File: src/rtl/mouse_axis_acc.sv
// Multi-axis mouse-delta to joystick-direction converter: saturating per-axis
// accumulators drained one STEP at a time into scan-acknowledged dir pulses.
module mouse_axis_acc #(
  parameter int NUM_AXES = 2,
  parameter int IN_W     = 9,
  parameter int ACC_W    = 12,
  parameter int STEP     = 2,
  parameter int MIN_HOLD = 4
) (
  input  logic                     clk,
  input  logic                     reset_n,
  input  logic                     set,
  input  logic [NUM_AXES*IN_W-1:0] delta,
  input  logic                     scan,
  input  logic                     clr_ovf,
  output logic [2*NUM_AXES-1:0]    dir,
  output logic [NUM_AXES-1:0]      busy,
  output logic [NUM_AXES-1:0]      overflow
);

  localparam int HOLD_W = (MIN_HOLD < 1) ? 1 : $clog2(MIN_HOLD + 1);
  localparam int SUM_W  = ACC_W + 2;

  localparam logic signed [ACC_W-1:0] STEP_A  = ACC_W'(STEP);
  localparam logic signed [ACC_W-1:0] ACC_MAX = {1'b0, {(ACC_W-1){1'b1}}};
  localparam logic signed [ACC_W-1:0] ACC_MIN = {1'b1, {(ACC_W-1){1'b0}}};
  localparam logic [HOLD_W-1:0]       HOLD_MAX = HOLD_W'(MIN_HOLD);

  typedef enum logic {
    S_IDLE,
    S_ASSERT
  } state_t;

  logic r_scan_q;
  logic w_rise;

  always_ff @(posedge clk or negedge reset_n) begin
    if (!reset_n) r_scan_q <= 1'b0;
    else          r_scan_q <= scan;
  end

  assign w_rise = scan & ~r_scan_q;

  for (genvar gk = 0; gk < NUM_AXES; gk++) begin : g_axis
    state_t                   r_state, w_state_nx;
    logic signed [ACC_W-1:0]  r_acc, w_acc_nx;
    logic [HOLD_W-1:0]        r_hold, w_hold_nx, w_hold_inc;
    logic                     r_pend, w_pend_nx;
    logic [1:0]               r_dir, w_dir_nx;
    logic                     r_ovf, w_ovf_nx;
    logic                     r_busy;
    logic signed [IN_W-1:0]   w_delta;
    logic signed [ACC_W-1:0]  w_cons;
    logic signed [SUM_W-1:0]  w_add, w_sum;
    logic                     w_sat;

    assign w_delta = delta[gk*IN_W +: IN_W];

    always_comb begin
      w_state_nx = r_state;
      w_hold_nx  = r_hold;
      w_pend_nx  = r_pend;
      w_dir_nx   = r_dir;
      w_cons     = '0;
      w_hold_inc = (r_hold == HOLD_MAX) ? r_hold : r_hold + HOLD_W'(1);
      case (r_state)
        S_IDLE: begin
          w_dir_nx = '0;
          if (r_acc != '0) begin
            if (!r_acc[ACC_W-1]) begin
              w_cons   = (r_acc > STEP_A) ? STEP_A : r_acc;
              w_dir_nx = 2'b01;
            end else begin
              // Compared against -STEP so the most negative value never gets negated.
              w_cons   = (r_acc < -STEP_A) ? -STEP_A : r_acc;
              w_dir_nx = 2'b10;
            end
            w_hold_nx  = '0;
            w_pend_nx  = 1'b0;
            w_state_nx = S_ASSERT;
          end
        end
        S_ASSERT: begin
          w_hold_nx = w_hold_inc;
          if (w_rise) w_pend_nx = 1'b1;
          // Post-increment count keeps dir high for exactly MIN_HOLD cycles.
          if ((r_pend || w_rise) && (w_hold_inc >= HOLD_MAX)) begin
            w_dir_nx   = '0;
            w_state_nx = S_IDLE;
          end
        end
        default: w_state_nx = S_IDLE;
      endcase
    end

    always_comb begin
      w_add = '0;
      if (set) w_add = SUM_W'(w_delta);
      w_sum = SUM_W'(r_acc) - SUM_W'(w_cons) + w_add;
      w_sat = !((&w_sum[SUM_W-1:ACC_W-1]) || (~|w_sum[SUM_W-1:ACC_W-1]));
      w_acc_nx = w_sum[ACC_W-1:0];
      if (w_sat) w_acc_nx = w_sum[SUM_W-1] ? ACC_MIN : ACC_MAX;
      w_ovf_nx = r_ovf;
      if (w_sat)        w_ovf_nx = 1'b1;
      else if (clr_ovf) w_ovf_nx = 1'b0;
    end

    always_ff @(posedge clk or negedge reset_n) begin
      if (!reset_n) begin
        r_state <= S_IDLE;
        r_acc   <= '0;
        r_hold  <= '0;
        r_pend  <= 1'b0;
        r_dir   <= '0;
        r_ovf   <= 1'b0;
        r_busy  <= 1'b0;
      end else begin
        r_state <= w_state_nx;
        r_acc   <= w_acc_nx;
        r_hold  <= w_hold_nx;
        r_pend  <= w_pend_nx;
        r_dir   <= w_dir_nx;
        r_ovf   <= w_ovf_nx;
        r_busy  <= (w_acc_nx != '0) || (w_state_nx == S_ASSERT);
      end
    end

    assign dir[2*gk +: 2] = r_dir;
    assign busy[gk]       = r_busy;
    assign overflow[gk]   = r_ovf;
  end

endmodule

File: config.mk
export PLATFORM = sky130hd
export DESIGN_NAME = mouse_axis_acc
export DESIGN_NICKNAME = d
export VERILOG_FILES = /design/src/rtl/mouse_axis_acc.sv
export SDC_FILE = /design/constraint.sdc
export NUM_CORES = 1
export LEC_CHECK = 0
export BUFFER_PORTS_ARGS = -buffer_cell sky130_fd_sc_hd__buf_2
export CAP_MARGIN = 20
export CORE_ASPECT_RATIO = 1.1
export CORE_MARGIN = 5
export CORE_UTILIZATION = 62
export CTS_CLUSTER_DIAMETER = 80
export DETAILED_ROUTE_END_ITERATION = 10
export GPL_TIMING_DRIVEN = 0
export PLACE_DENSITY = 0.82
export SYNTH_ARGS = -nofsm -noshare
export SYNTH_HDL_FRONTEND = slang
export SYNTH_SLANG_ARGS = --single-unit
File: constraint.sdc
create_clock -name clk -period 6.1 [get_ports clk]
set_clock_uncertainty 0.1 [all_clocks]
set_input_delay 1.83 -clock clk [delete_from_list [all_inputs] [get_ports clk]]
set_output_delay 1.83 -clock clk [all_outputs]
set_load 0.01 [all_outputs]
# Yosys cells after proc, flatten, opt, wreduce, memory -nomap -nowiden
# Cells that the tools add are included.
# W data, S select, Z words.
[classes]
n_reduce_logical = 20
mux = 44
bitwise_logic = 4
n_lt_le_gt_ge = 6
eq_ne = 10
add_sub_neg = 6
[ops]
columns = ["operator", "count"]
rows = [
  ["$mux W12", 10],
  ["$reduce_bool A12 Y1", 4],
  ["$mux W11", 4],
  ["$add A13 B14 Y14", 2],
  ["$mux W14", 2],
  ["$sub A12 B12 Y13", 2],
  ["$gt A12 B3 Y1 const B", 2],
  ["$lt A12 B2 Y1 const B", 2],
  ["$mux W2", 6],
  ["$mux W3", 4],
  ["$ne A2 B2 Y1 const B", 6],
  ["$pmux W3 S2", 2],
  ["$mux W1", 10],
  ["$pmux W1 S2", 4],
  ["$pmux W2 S2", 2],
  ["$add A3 B1 Y3 const B", 2],
  ["$eq A3 B3 Y1 const B", 2],
  ["$ge A3 B3 Y1 const B", 2],
  ["$logic_or A1 B1 Y1", 6],
  ["$reduce_and A3 Y1", 2],
  ["$reduce_or A3 Y1", 2],
  ["$ne A2 B1 Y1 const B", 2],
  ["$reduce_and A2 Y1", 2],
  ["$not A1 Y1", 3],
  ["3 further kinds", 5],
]
[totals]
input_bits = 23
output_inout_bits = 8
ff_bits = 43
word_cells = 105

# Longest topological paths before layout
# Gate-level depths: netlist (run 1).
[logic_depth]
word_depth = 13
ltp_mapped = 18
ltp_nobuf = 16

# Worst setup path after synthesis (run 1)
# Ideal clock, no wire load.
[synth_path]
kind = "in2reg"
start = "input port set"
end = "register g_axis[1].r_ovf"
arrival_ns = 5.176
path_slack_ns = 0.692
setup_ns = 0.132
n_path_buf = 3
stages = 14
required_ns = 5.868
path_cell_list = "clkbuf_1 > clkbuf_1 > nand2_1 > fa_1 > inv_1 > fa_1 > a211oi_1 > o211ai_1 > a41oi_2 > or4b_1 > a211oi_1 > or4b_4 > buf_6 > nand3b_1"
[synth_between]
elab_chain_cells = 6
word_cells_on_any_way = 8
classes_between = "add/sub: 1; eq/ne: 1; mux: 2; reduce/logical: 4"
[synth_rtl]
columns = ["item", "line", "source"]
rows = [
  ["from (decl)", "12", "input logic set,"],
  ["$mux W14 (*)", "98", "if (set) w_add = SUM_W'(w_delta);"],
  ["$add A13 B14 Y14 (*)", "99", "w_sum = SUM_W'(r_acc) - SUM_W'(w_cons) + w_add;"],
  ["$reduce_or A3 Y1", "100", "w_sat = !((&w_sum[SUM_W-1:ACC_W-1]) || (~|w_sum[SUM_W-1:ACC_W-1]));"],
  ["$logic_not A1 Y1", "100", ""],
  ["$logic_or A1 B1 Y1 (*)", "100", ""],
  ["$ne A2 B2 Y1 (no line) / $mux W1 (equally long branches)", "--", ""],
  ["to (signal assigned)", "123", "r_ovf <= w_ovf_nx;"],
  ["to (decl)", "50", "logic r_ovf, w_ovf_nx;"],
]
# Mark *: on every way between the ends. The rest lies on a longest branch, timed or not.
# A chain may end at the register's enable or synchronous reset.

# Worst setup path in the final report (run 1)
# Same ends and word-level chain as after synthesis.

==> summary.txt, run 1 <==
Hold path
  – Hold Path Depth: 2
  – Hold crit path type: reg -> reg
  – Hold path startpoint: g_axis[1].r_dir[0]$_DFFE_PN0P_

CTS
  – CTS H-tree depth: 2
  – Post-CTS setup repair buffer count: 0
  – Cts repair resizes: 0
  – Worst-path clk slew: 0.08 ns
  – CTS buffer count: 5
  – Maximum buffer depth of the clock tree: 2
  – Sink Count: 43
  – Clk root buf: clkbuf_8
  – Post-CTS Hold Buffers: 0
  – Worst-Skew Late Latency: 0.30 ns
  – CTS tree: done

Cells and area
  – Number of antenna repair diodes: 0
  – Share of layout cells above drive strength 1: 0.104
  – Area grow syn2layout: 8.95%
  – NumNets Final: 609

Worst setup path
  – CP peak stage delay: 0.56 ns
  – Crit path launch: set
  – CP endpoint kind: register
  – Max FO, Critical Path: 10
  – R2R depth: 18
  – Startpoint types: input pin
  – Crit Path Class: in -> reg
  – Worst R2R Start: g_axis[1].r_acc[3]$_DFF_PN0_
  – Slowest library cell on the worst path: or4b_4
  – Crit path DAT: 5.85 ns
  – Critical path data required time: 6.17 ns
  – Worst-path cell chain: clkbuf_1 -> clkbuf_2 -> nand2_1 -> fa_1 -> inv_1 -> fa_1 -> a211oi_1 -> o211ai_1 -> a41oi_2 -> or4b_1 -> a211oi_1 -> or4b_4 -> buf_6 -> nand3b_1

Detailed routing
  – Antenna viol nets, final: 0
  – Drt pass-1 iters: 5
  – Average wire per standard cell: 15.0 um
  – Initial DRC count: 179
  – Detailed-route DRC error count: 0
  – Vias per cell: 5.80
  – DR vias: 3555
  – Routed wire length: 9170 um

GRT
  – First-pass GRT wire length: 15400 um
  – Largest net degree at the start of global routing: 44
  – Initial antenna violation count: 0
  – Vias in the first global route: 3422
  – All-Layer GR Usage: 0.235
  – Global route overflow: 0

Yosys
  – Synth top area share: 0.263
  – Register area share after synthesis: 0.263
  – Synth unique cells: 58
  – Number of synthesized flops with an enable pin: 0
  – Syn avg cell area: 8.29 um2
  – Synth Register Bits: 43
  – Area leader, netlist: dfrtp_1
  – Post-Synthesis Cells: 494
  – Synth top area cells: dfrtp_1 26%, fa_1 12%, ha_1 9.8%, inv_1 8.2%, nand2_1 4.0%
  – Main synth FF type: dfrtp_1
  – Async SR Flop Fraction: 1.00
  – Yosys warnings: 0
  – Syn_nets: 573
  – Mapped cell area: 4100 um2

Floorplan
  – Initial core utilization: 0.628
  – Width of the die: 87.5 um
  – Die Span Y: 95.2 um
  – IO Count: 31
  – # rows: 31
  – Die area: 8330 um2
  – Floorplan Core Area: 6520 um2

Placement
  – Detailed placement HPWL: 7290 um
  – PortBufs: 29
  – GP Congestion: 0.964
  – Worst slack, placed: -0.173 ns

Timing
  – RSZ-0062 raised after global routing: false
  – PnR worst setup slack: 0.318 ns
  – Setup Viol. Count Final: 0
  – Max Slew Vio Count: 0
  – Period utilization: 0.948
  – Max-slew headroom: 0.388
  – Max Clk Rate: 173 MHz
  – Final min period: 5.78 ns
  – Hold Vio Cnt, Final: 0
  – Worst-Margin Slew: 0.919 ns

Outcome
  – Status: complete, no violations

Run
  – Max_cap viols: 0
## critical path: cells and delay by family
family                   cells  cell delay, ns
AND/OR/NAND/NOR              4            1.00
adder cells (fa/ha/maj)      2            0.98
AO/OA/AOI/OAI                4            0.95
buffers and inverters        4            1.08
## metal layers
layer  global-route usage  vias up  share of wire
met3               0.0311       16          0.051
met1                0.295     1705           0.42
met2                0.415       81           0.50
met5                    0        -              0
met4               0.0754        0          0.021
li1                     -     1753              -
## logic make-up (layout without fill, tap and decap cells)
logic type               Yosys count  count (layout)  synth area share
AND/OR/NAND/NOR                  142             142             0.181
AO/OA/AOI/OAI                    121             121             0.189
buffers and inverters            111             148             0.107
adder cells (fa/ha/maj)           56              56             0.215
flip-flops                        43              43             0.263
XOR/XNOR                          20              20            0.0428
multiplexers                       1               1           0.00244
## final timing paths
check                           slack (ns)                             end
worst max-delay path                  0.32     g_axis[1].r_ovf$_DFFE_PN0P_
worst min-delay path                  0.43  g_axis[1].r_dir[0]$_DFFE_PN0P_
worst max register to register        0.51     g_axis[1].r_ovf$_DFFE_PN0P_
worst min register to register        0.43  g_axis[1].r_dir[0]$_DFFE_PN0P_
max in group asynchronous             3.76     g_axis[0].r_ovf$_DFFE_PN0P_
min in group asynchronous             1.55  g_axis[1].r_dir[1]$_DFFE_PN0P_
## synthesized netlist by cell type (2+ instances only)
| master | n |
|---|---|
| nand4_1 | 9 |
| nor2b_1 | 6 |
| a211o_1 | 2 |
| dfrtp_1 | 43 |
| clkbuf_1 | 14 |
| nor3b_1 | 5 |
| a21oi_1 | 26 |
| o31ai_1 | 4 |
| a41oi_1 | 3 |
| a21o_1 | 6 |
| o21ai_1 | 27 |
| or4b_1 | 2 |
| nor3_1 | 20 |
| ha_1 | 32 |
| o21ai_0 | 17 |
| nand2b_1 | 4 |
| nor4bb_1 | 2 |
| xnor2_1 | 7 |
| inv_2 | 3 |
| o211ai_1 | 4 |
| or3_1 | 4 |
| a211oi_1 | 10 |
| buf_4 | 4 |
| nor4_1 | 4 |
| o32ai_1 | 2 |
| o21bai_1 | 4 |
| nor2_1 | 24 |
| o2111ai_1 | 3 |
| nand3_1 | 4 |
| xor2_1 | 13 |
| and2_1 | 3 |
| a31o_2 | 3 |
| inv_1 | 89 |
| nand2_1 | 44 |
| fa_1 | 24 |
## layout by cell type (no fill, tap or decap), types with 4 or more instances in the layout
cell type,count
nand4_1,9
nand2_1,44
nor2b_1,6
o21bai_1,4
nand2b_1,4
nor4_1,4
nor3_1,20
a211oi_1,10
xnor2_1,7
xor2_1,13
or3_1,4
o21ai_1,27
o21ai_0,17
fa_1,24
buf_2,29
o211ai_1,4
nor2_1,24
clkbuf_8,6
nor3b_1,5
a21o_1,6
buf_4,4
a21oi_1,26
clkbuf_1,13
o31ai_1,4
inv_1,89
nand3_1,4
ha_1,32
dfrtp_1,43
## cell type report
type / count / area (um2)
plain buffers: 19 / 95.1
clock buffers: 6 / 82.6
clock inverters: 2 / 35.0
fillers: 534 / 2050
inverters: 92 / 345
multi-input cells: 340 / 2580
flip-flops and latches: 43 / 1080
well taps: 82 / 103
repair buffers: 29 / 145
## state kept, by name, summed over array words and instances, names as in the netlist
| signal | count |
|---|---|
| g_axis.r_acc | 24 |
| g_axis.r_busy | 2 |
| g_axis.r_dir | 4 |
| g_axis.r_hold | 6 |
| g_axis.r_ovf | 2 |
| g_axis.r_pend | 2 |
| g_axis.r_state | 2 |
| r_scan_q | 1 |
## per-stage QoR
step | util | cells | setup TNS (ns) | cell area, um2 | hold WS (ns)
finish | 0.685 | 613 | 0 | 4460 | 0.431
global placement | 0.666 | 605 | -0.640 | 4340 | 0.400
CTS | 0.685 | 613 | 0 | 4460 | 0.431
floorplan | - | 494 | 0 | 4100 | 0.369
global route | 0.685 | 613 | 0 | 4460 | 0.467
detailed placement | 0.666 | 605 | -1.06 | 4340 | 0.416
Power of run 1 is not shown: default switching activity piles up to over one toggle a cycle in this logic, so the estimate is an artifact.
==> inputs of run 2 (changes only) <==
--- a/config.mk
+++ b/config.mk
@@ -8,7 +8,7 @@
 export BUFFER_PORTS_ARGS = -buffer_cell sky130_fd_sc_hd__buf_2
 export CAP_MARGIN = 20
 export CORE_ASPECT_RATIO = 1.1
-export CORE_MARGIN = 5
+export CORE_MARGIN = 2
 export CORE_UTILIZATION = 62
 export CTS_CLUSTER_DIAMETER = 80
 export DETAILED_ROUTE_END_ITERATION = 10
==> run 2 against run 1 <==
Effect of this change:
- routed wire length rose by 4.3%
- setup slack improved by 0.051 ns
- final cell count did not move
- critical path depth rose by 1
- non-clock buffer count did not move
- maximum frequency rose by 0.90%
- first-iteration DRC count rose by 21%
- critical endpoint is now g_axis[0].r_busy$_DFF_PN0_
==> summary.txt, run 2 (synthesis results as in run 1) <==
Worst setup path
  – Crit path DAT: 5.79 ns (-0.06 ns)
  – Crit-path most repeated cell: clkbuf_1
  – Max FO, Critical Path: 10 (unchanged)
  – Slowest library cell on the worst path: fa_1
  – Worst-path cell chain: clkbuf_1 -> clkbuf_2 -> nand2_1 -> fa_1 -> inv_1 -> ha_1 -> clkbuf_1 -> nand4_1 -> nor4_1 -> nor2_1 -> a211oi_1 -> mux2i_1 -> nand2_1 -> clkbuf_1 -> nand4_1
  – CP peak stage delay: 0.49 ns (-0.07 ns)
  – CP endpoint kind: register
  – Startpoint types: input pin
  – CP bufs+invs: 5 (+1)
  – Crit-path leading delay family: buffers and inverters
  – Critical path data required time: 6.16 ns (about the same)
  – Crit Path Class: in -> reg

Timing
  – Max Slew Vio Count: 0 (unchanged)
  – Worst-Margin Slew: 0.953 ns (+0.0339 ns)
  – Final min period: 5.73 ns (-0.0514 ns)
  – RSZ-0062 raised after global routing: false
  – Hold Vio Cnt, Final: 0 (unchanged)
  – Max Clk Rate: 175 MHz (+0.90%)
  – Max-slew headroom: 0.365 (-0.0226)
  – Period utilization: 0.939 (-0.00842)
  – Final Hold Slack: 0.424 ns (-0.00681 ns)
  – Setup Viol. Count Final: 0 (unchanged)

Placement
  – DP Area: 4340 um2 (unchanged)
  – PortBufs: 29 (unchanged)
  – Detailed placement HPWL: 7380 um (+1.2%)
  – GP Congestion: 0.954 (-1.0%)

Detailed routing
  – Vias per cell: 5.98 (+3.1%)
  – Average wire per standard cell: 15.6 um (+4.3%)
  – Antenna viol nets, final: 0 (unchanged)
  – Routed wire length: 9560 um (+4.3%)
  – Initial DRC count: 216 (+21%)
  – DR vias: 3666 (+3.1%)
  – Drt pass-1 iters: 6 (+1)
  – Detailed-route DRC error count: 0 (unchanged)

CTS
  – CTS tree: done
  – Worst-path clk slew: 0.08 ns (about the same)
  – Worst-Skew Late Latency: 0.30 ns (about the same)
  – Post-CTS Hold Buffers: 0 (unchanged)
  – Sink Count: 43 (unchanged)
  – CTS H-tree depth: 2 (unchanged)
  – CTS buffer count: 5 (unchanged)
  – Maximum buffer depth of the clock tree: 2 (unchanged)
  – Clk root buf: clkbuf_8

Cells and area
  – NumNets Final: 609 (unchanged)
  – Share of layout cells above drive strength 1: 0.105 (+0.00188)
  – Number of antenna repair diodes: 0 (unchanged)
  – Most common cell after layout, fill and taps aside: inv_1
  – Fin area: 4460 um2 (unchanged)
  – Largest register FFs: 24 (unchanged)
  – Most frequent cells in the layout: 89 x inv_1, 44 x nand2_1, 43 x dfrtp_1
  – Largest Register: g_axis.r_acc
  – Area grow syn2layout: 8.95% (unchanged)
  – Fillers: 546 (+2.2%)
  – Largest regs: g_axis.r_acc (24), g_axis.r_hold (6), g_axis.r_dir (4)

Floorplan
  – Floorplan Core Area: 6480 um2 (-0.60%)
  – Initial core utilization: 0.632 (+0.00376)
  – Die Span Y: 89.2 um (-6.3%)
  – Die area: 7270 um2 (-13%)
  – Width of the die: 81.5 um (-6.9%)
  – IO Count: 31 (unchanged)
  – # rows: 31 (unchanged)

GRT
  – Initial antenna violation count: 0 (unchanged)
  – All-Layer GR Usage: 0.287 (+0.0522)
  – Global route overflow: 0 (unchanged)
  – Largest net degree at the start of global routing: 44 (unchanged)
  – First-pass GRT wire length: 16000 um (+3.6%)
  – Vias in the first global route: 3580 (+4.6%)

Hold path
  – Hold crit path type: reg -> reg

Outcome
  – Status: complete, no violations

Run
  – Max_cap viols: 0 (unchanged)
==> run 2: final cells by class <==
| type | count | area [um2] | area share |
|---|---|---|---|
| Buffer | 19 | 96.3 | 0.0216 |
| Multi-Input combinational cell | 340 | 2580 | 0.578 |
| Sequential cell | 43 | 1080 | 0.241 |
| Inverter | 92 | 345 | 0.0774 |
| Clock inverter | 3 | 47.5 | 0.0107 |
| Tap cell | 82 | 103 | 0.0230 |
| Clock buffer | 5 | 68.8 | 0.0154 |
| Timing Repair Buffer | 29 | 145 | 0.0325 |
==> run 2: what timing repair did <==
item	CTS	global route
setup buffers	0	0
gates resized for setup	0	4
setup endpoints to repair	0	24
==> run 2: worst register-to-register path, delay by kind of cell (launching register included) <==
family                   cells  cell delay [ns]
AND/OR/NAND/NOR              8             2.20
AO/OA/AOI/OAI                4             1.07
adder cells (fa/ha/maj)      2             0.89
buffers and inverters        4             0.81
flip-flops                   1             0.43
==> run 2: through the flow <==
| stage | worst slack [ns] | std cells | util | TNS [ns] |
|---|---|---|---|---|
| after floorplan | 0.692 | 494 | - | 0 |
| after global placement | -0.0642 | 605 | 0.670 | -0.0642 |
| after detailed placement | -0.123 | 605 | 0.670 | -1.22 |
| after CTS | 0.179 | 613 | 0.688 | 0 |
| after global routing | 0.101 | 613 | 0.689 | 0 |
| final | 0.370 | 613 | 0.689 | 0 |
==> run 2: path summary, 6_finish.rpt <==
path	cells after the start	slack (ns)	from	to
min reg2reg	2	0.42	g_axis[1].r_pend$_DFFE_PN0P_	g_axis[1].r_pend$_DFFE_PN0P_
max	15	0.37	set	g_axis[0].r_busy$_DFF_PN0_
min	2	0.42	g_axis[1].r_pend$_DFFE_PN0P_	g_axis[1].r_pend$_DFFE_PN0P_
max in group asynchronous	1	3.74	reset_n	g_axis[0].r_acc[10]$_DFF_PN0_
max reg2reg	18	0.47	g_axis[1].r_acc[3]$_DFF_PN0_	g_axis[1].r_ovf$_DFFE_PN0P_
min in group asynchronous	1	1.57	reset_n	g_axis[1].r_dir[0]$_DFFE_PN0P_
==> run 2: metal layers <==
metal,global-route usage,vias up,share of wire
li1,-,1751,-
met2,0.488,134,0.50
met1,0.350,1736,0.41
met5,0,-,0
met3,0.0434,45,0.045
met4,0.157,0,0.042
Power of run 2 is left out for the same reason.
==> inputs of run 3 (changes only) <==
--- a/config.mk
+++ b/config.mk
@@ -9,11 +9,12 @@
 export CAP_MARGIN = 20
 export CORE_ASPECT_RATIO = 1.1
 export CORE_MARGIN = 2
-export CORE_UTILIZATION = 62
+export CORE_UTILIZATION = 63
+export CTS_BUF_LIST = sky130_fd_sc_hd__clkbuf_8
 export CTS_CLUSTER_DIAMETER = 80
 export DETAILED_ROUTE_END_ITERATION = 10
 export GPL_TIMING_DRIVEN = 0
-export PLACE_DENSITY = 0.82
+export PLACE_DENSITY = 0.83
 export SYNTH_ARGS = -nofsm -noshare
 export SYNTH_HDL_FRONTEND = slang
 export SYNTH_SLANG_ARGS = --single-unit
==> run 3 against run 2 <==
Effect of this change:
- core utilization increased by 2.5 points
- clock-buffer cell count unchanged
- highest routed layer unchanged
- die area decreased by 1.5%
- first-iteration DRC count increased by 19%
- routed wire length decreased by 2.4%
==> summary.txt, run 3 (synthesis results as in run 1) <==
Outcome
  – Status: complete, no violations

Timing
  – Setup Viol. Count Final: 0 (unchanged)
  – Final min period: 5.56 ns (-0.171 ns)
  – Max Clk Rate: 180 MHz (+3.1%)
  – RSZ-0062 raised after global routing: false
  – Hold Vio Cnt, Final: 0 (unchanged)
  – Max Slew Vio Count: 0 (unchanged)
  – Period utilization: 0.911 (-0.0280)
  – Max-slew headroom: 0.385 (+0.0198)
  – Worst-Margin Slew: 0.923 ns (-0.0298 ns)

Detailed routing
  – Initial DRC count: 256 (+19%)
  – Routed wire length: 9340 um (-2.4%)
  – Antenna viol nets, final: 0 (unchanged)
  – Average wire per standard cell: 15.3 um (-1.9%)
  – Detailed-route DRC error count: 0 (unchanged)
  – Drt pass-1 iters: 5 (-1)
  – DR vias: 3669 (+0.082%)
  – Vias per cell: 6.01 (+0.57%)

GRT
  – Initial antenna violation count: 0 (unchanged)
  – Largest net degree at the start of global routing: 44 (unchanged)
  – All-Layer GR Usage: 0.290 (+0.00251)
  – Global route overflow: 0 (unchanged)
  – Vias in the first global route: 3580 (unchanged)
  – First-pass GRT wire length: 16000 um (-0.31%)

Placement
  – Detailed placement HPWL: 7330 um (-0.63%)
  – PortBufs: 29 (unchanged)
  – GP Congestion: 0.901 (-5.6%)

Worst setup path
  – Crit path DAT: 5.62 ns (-0.17 ns)
  – Crit Path Class: in -> reg
  – Max FO, Critical Path: 10 (unchanged)
  – Critical path data required time: 6.16 ns (about the same)
  – CP endpoint kind: register
  – Startpoint types: input pin

Cells and area
  – Most frequent cells in the layout: 89 x inv_1, 44 x nand2_1, 43 x dfrtp_1
  – Area grow syn2layout: 8.65%
  – Util after Layout: 0.714 (+0.0252)
  – Share of layout cells above drive strength 1: 0.104 (-0.00169)
  – Largest regs: g_axis.r_acc (24), g_axis.r_hold (6), g_axis.r_dir (4)
  – Most common cell after layout, fill and taps aside: inv_1
  – NumNets Final: 609 (unchanged)
  – Number of antenna repair diodes: 0 (unchanged)
  – Largest Register: g_axis.r_acc
  – Largest register FFs: 24 (unchanged)

CTS
  – Post-CTS setup repair buffer count: 0 (unchanged)
  – Clk root buf: clkbuf_8
  – CTS H-tree depth: 2 (unchanged)
  – CTS tree: done
  – Worst-path clk slew: 0.08 ns (about the same)
  – Worst-Skew Late Latency: 0.29 ns (about the same)
  – Maximum buffer depth of the clock tree: 2 (unchanged)
  – CTS buffer count: 5 (unchanged)
  – Sink Count: 43 (unchanged)

Floorplan
  – IO Count: 31 (unchanged)
  – Die area: 7160 um2 (-1.5%)
  – Width of the die: 80.9 um (-0.76%)
  – Die Span Y: 88.6 um (-0.76%)
  – Initial core utilization: 0.657 (+0.0250)
  – Floorplan Core Area: 6230 um2 (-3.8%)
  – # rows: 30 (-3.2%)

Run
  – Max_cap viols: 0 (unchanged)

Hold path
  – Hold crit path type: reg -> reg
-- run 3: cell count changes in the layout (fill, tap and decap cells not counted), sizes merged --
cell | before | now
clkinvlp | 0 | 1
inv | 93 | 92
clkinv | 1 | 0
-- run 3: worst paths after layout --
| kind | start | cells after the start | slack [ns] | to |
|---|---|---|---|---|
| worst max-delay path | set | 14 | 0.54 | g_axis[1].r_ovf$_DFFE_PN0P_ |
| worst min-delay path | g_axis[1].r_ovf$_DFFE_PN0P_ | 2 | 0.42 | g_axis[1].r_ovf$_DFFE_PN0P_ |
| worst max register to register | g_axis[1].r_acc[11]$_DFF_PN0_ | 18 | 0.55 | g_axis[1].r_ovf$_DFFE_PN0P_ |
| worst min register to register | g_axis[1].r_ovf$_DFFE_PN0P_ | 2 | 0.42 | g_axis[1].r_ovf$_DFFE_PN0P_ |
| max in group asynchronous | reset_n | 1 | 3.75 | g_axis[0].r_acc[8]$_DFF_PN0_ |
| min in group asynchronous | reset_n | 1 | 1.57 | g_axis[1].r_busy$_DFF_PN0_ |
-- run 3: layout make-up --
type	instances	area (um2)
inverter	92	345
sequential	43	1080
timing repair buffer	29	145
fill	508	1780
buffer	19	96.3
tap	80	100
clock inverter	2	37.5
clock buffer	5	68.8
multi-input combinational	340	2580
-- run 3: per-stage QoR --
stage	hold slack, ns	worst slack [ns]	std cells	instance area (um2)	TNS (ns)
2_1_floorplan	0.369	0.692	494	4100	0
3_3_place_gp	0.400	-0.196	603	4340	-1.62
3_5_place_dp	0.397	-0.263	603	4340	-2.81
4_1_cts	0.421	0.0224	610	4450	0
5_1_grt	0.451	0.128	610	4450	0
6_report	0.415	0.540	610	4450	0
-- run 3: worst max-delay path, stage by stage --
cell,delay (ns)
clkbuf_2,0.25
clkbuf_2,0.34
nand2_1,0.11
fa_1,0.49
inv_1,0.07
fa_1,0.50
a211oi_1,0.35
o211ai_1,0.19
a41oi_2,0.36
or4b_1,0.17
a211oi_1,0.07
or4b_4,0.57
buf_6,0.16
nand3b_1,0.15
-- run 3: per-layer routing --
metal | global-route usage | wire [um] | vias to the layer above
li1 | - | - | 1760
met1 | 0.356 | 3860 | 1755
met2 | 0.498 | 4700 | 118
met3 | 0.0490 | 451 | 36
met4 | 0.134 | 326 | 0
met5 | 0 | 0 | -
-- run 3: timing repair --
action / in CTS / in global routing
hold buffers: 0 / 0
endpoints found under the setup margin: 0 / 23
resized for setup: 0 / 4
Power of run 3 is left out for the same reason.
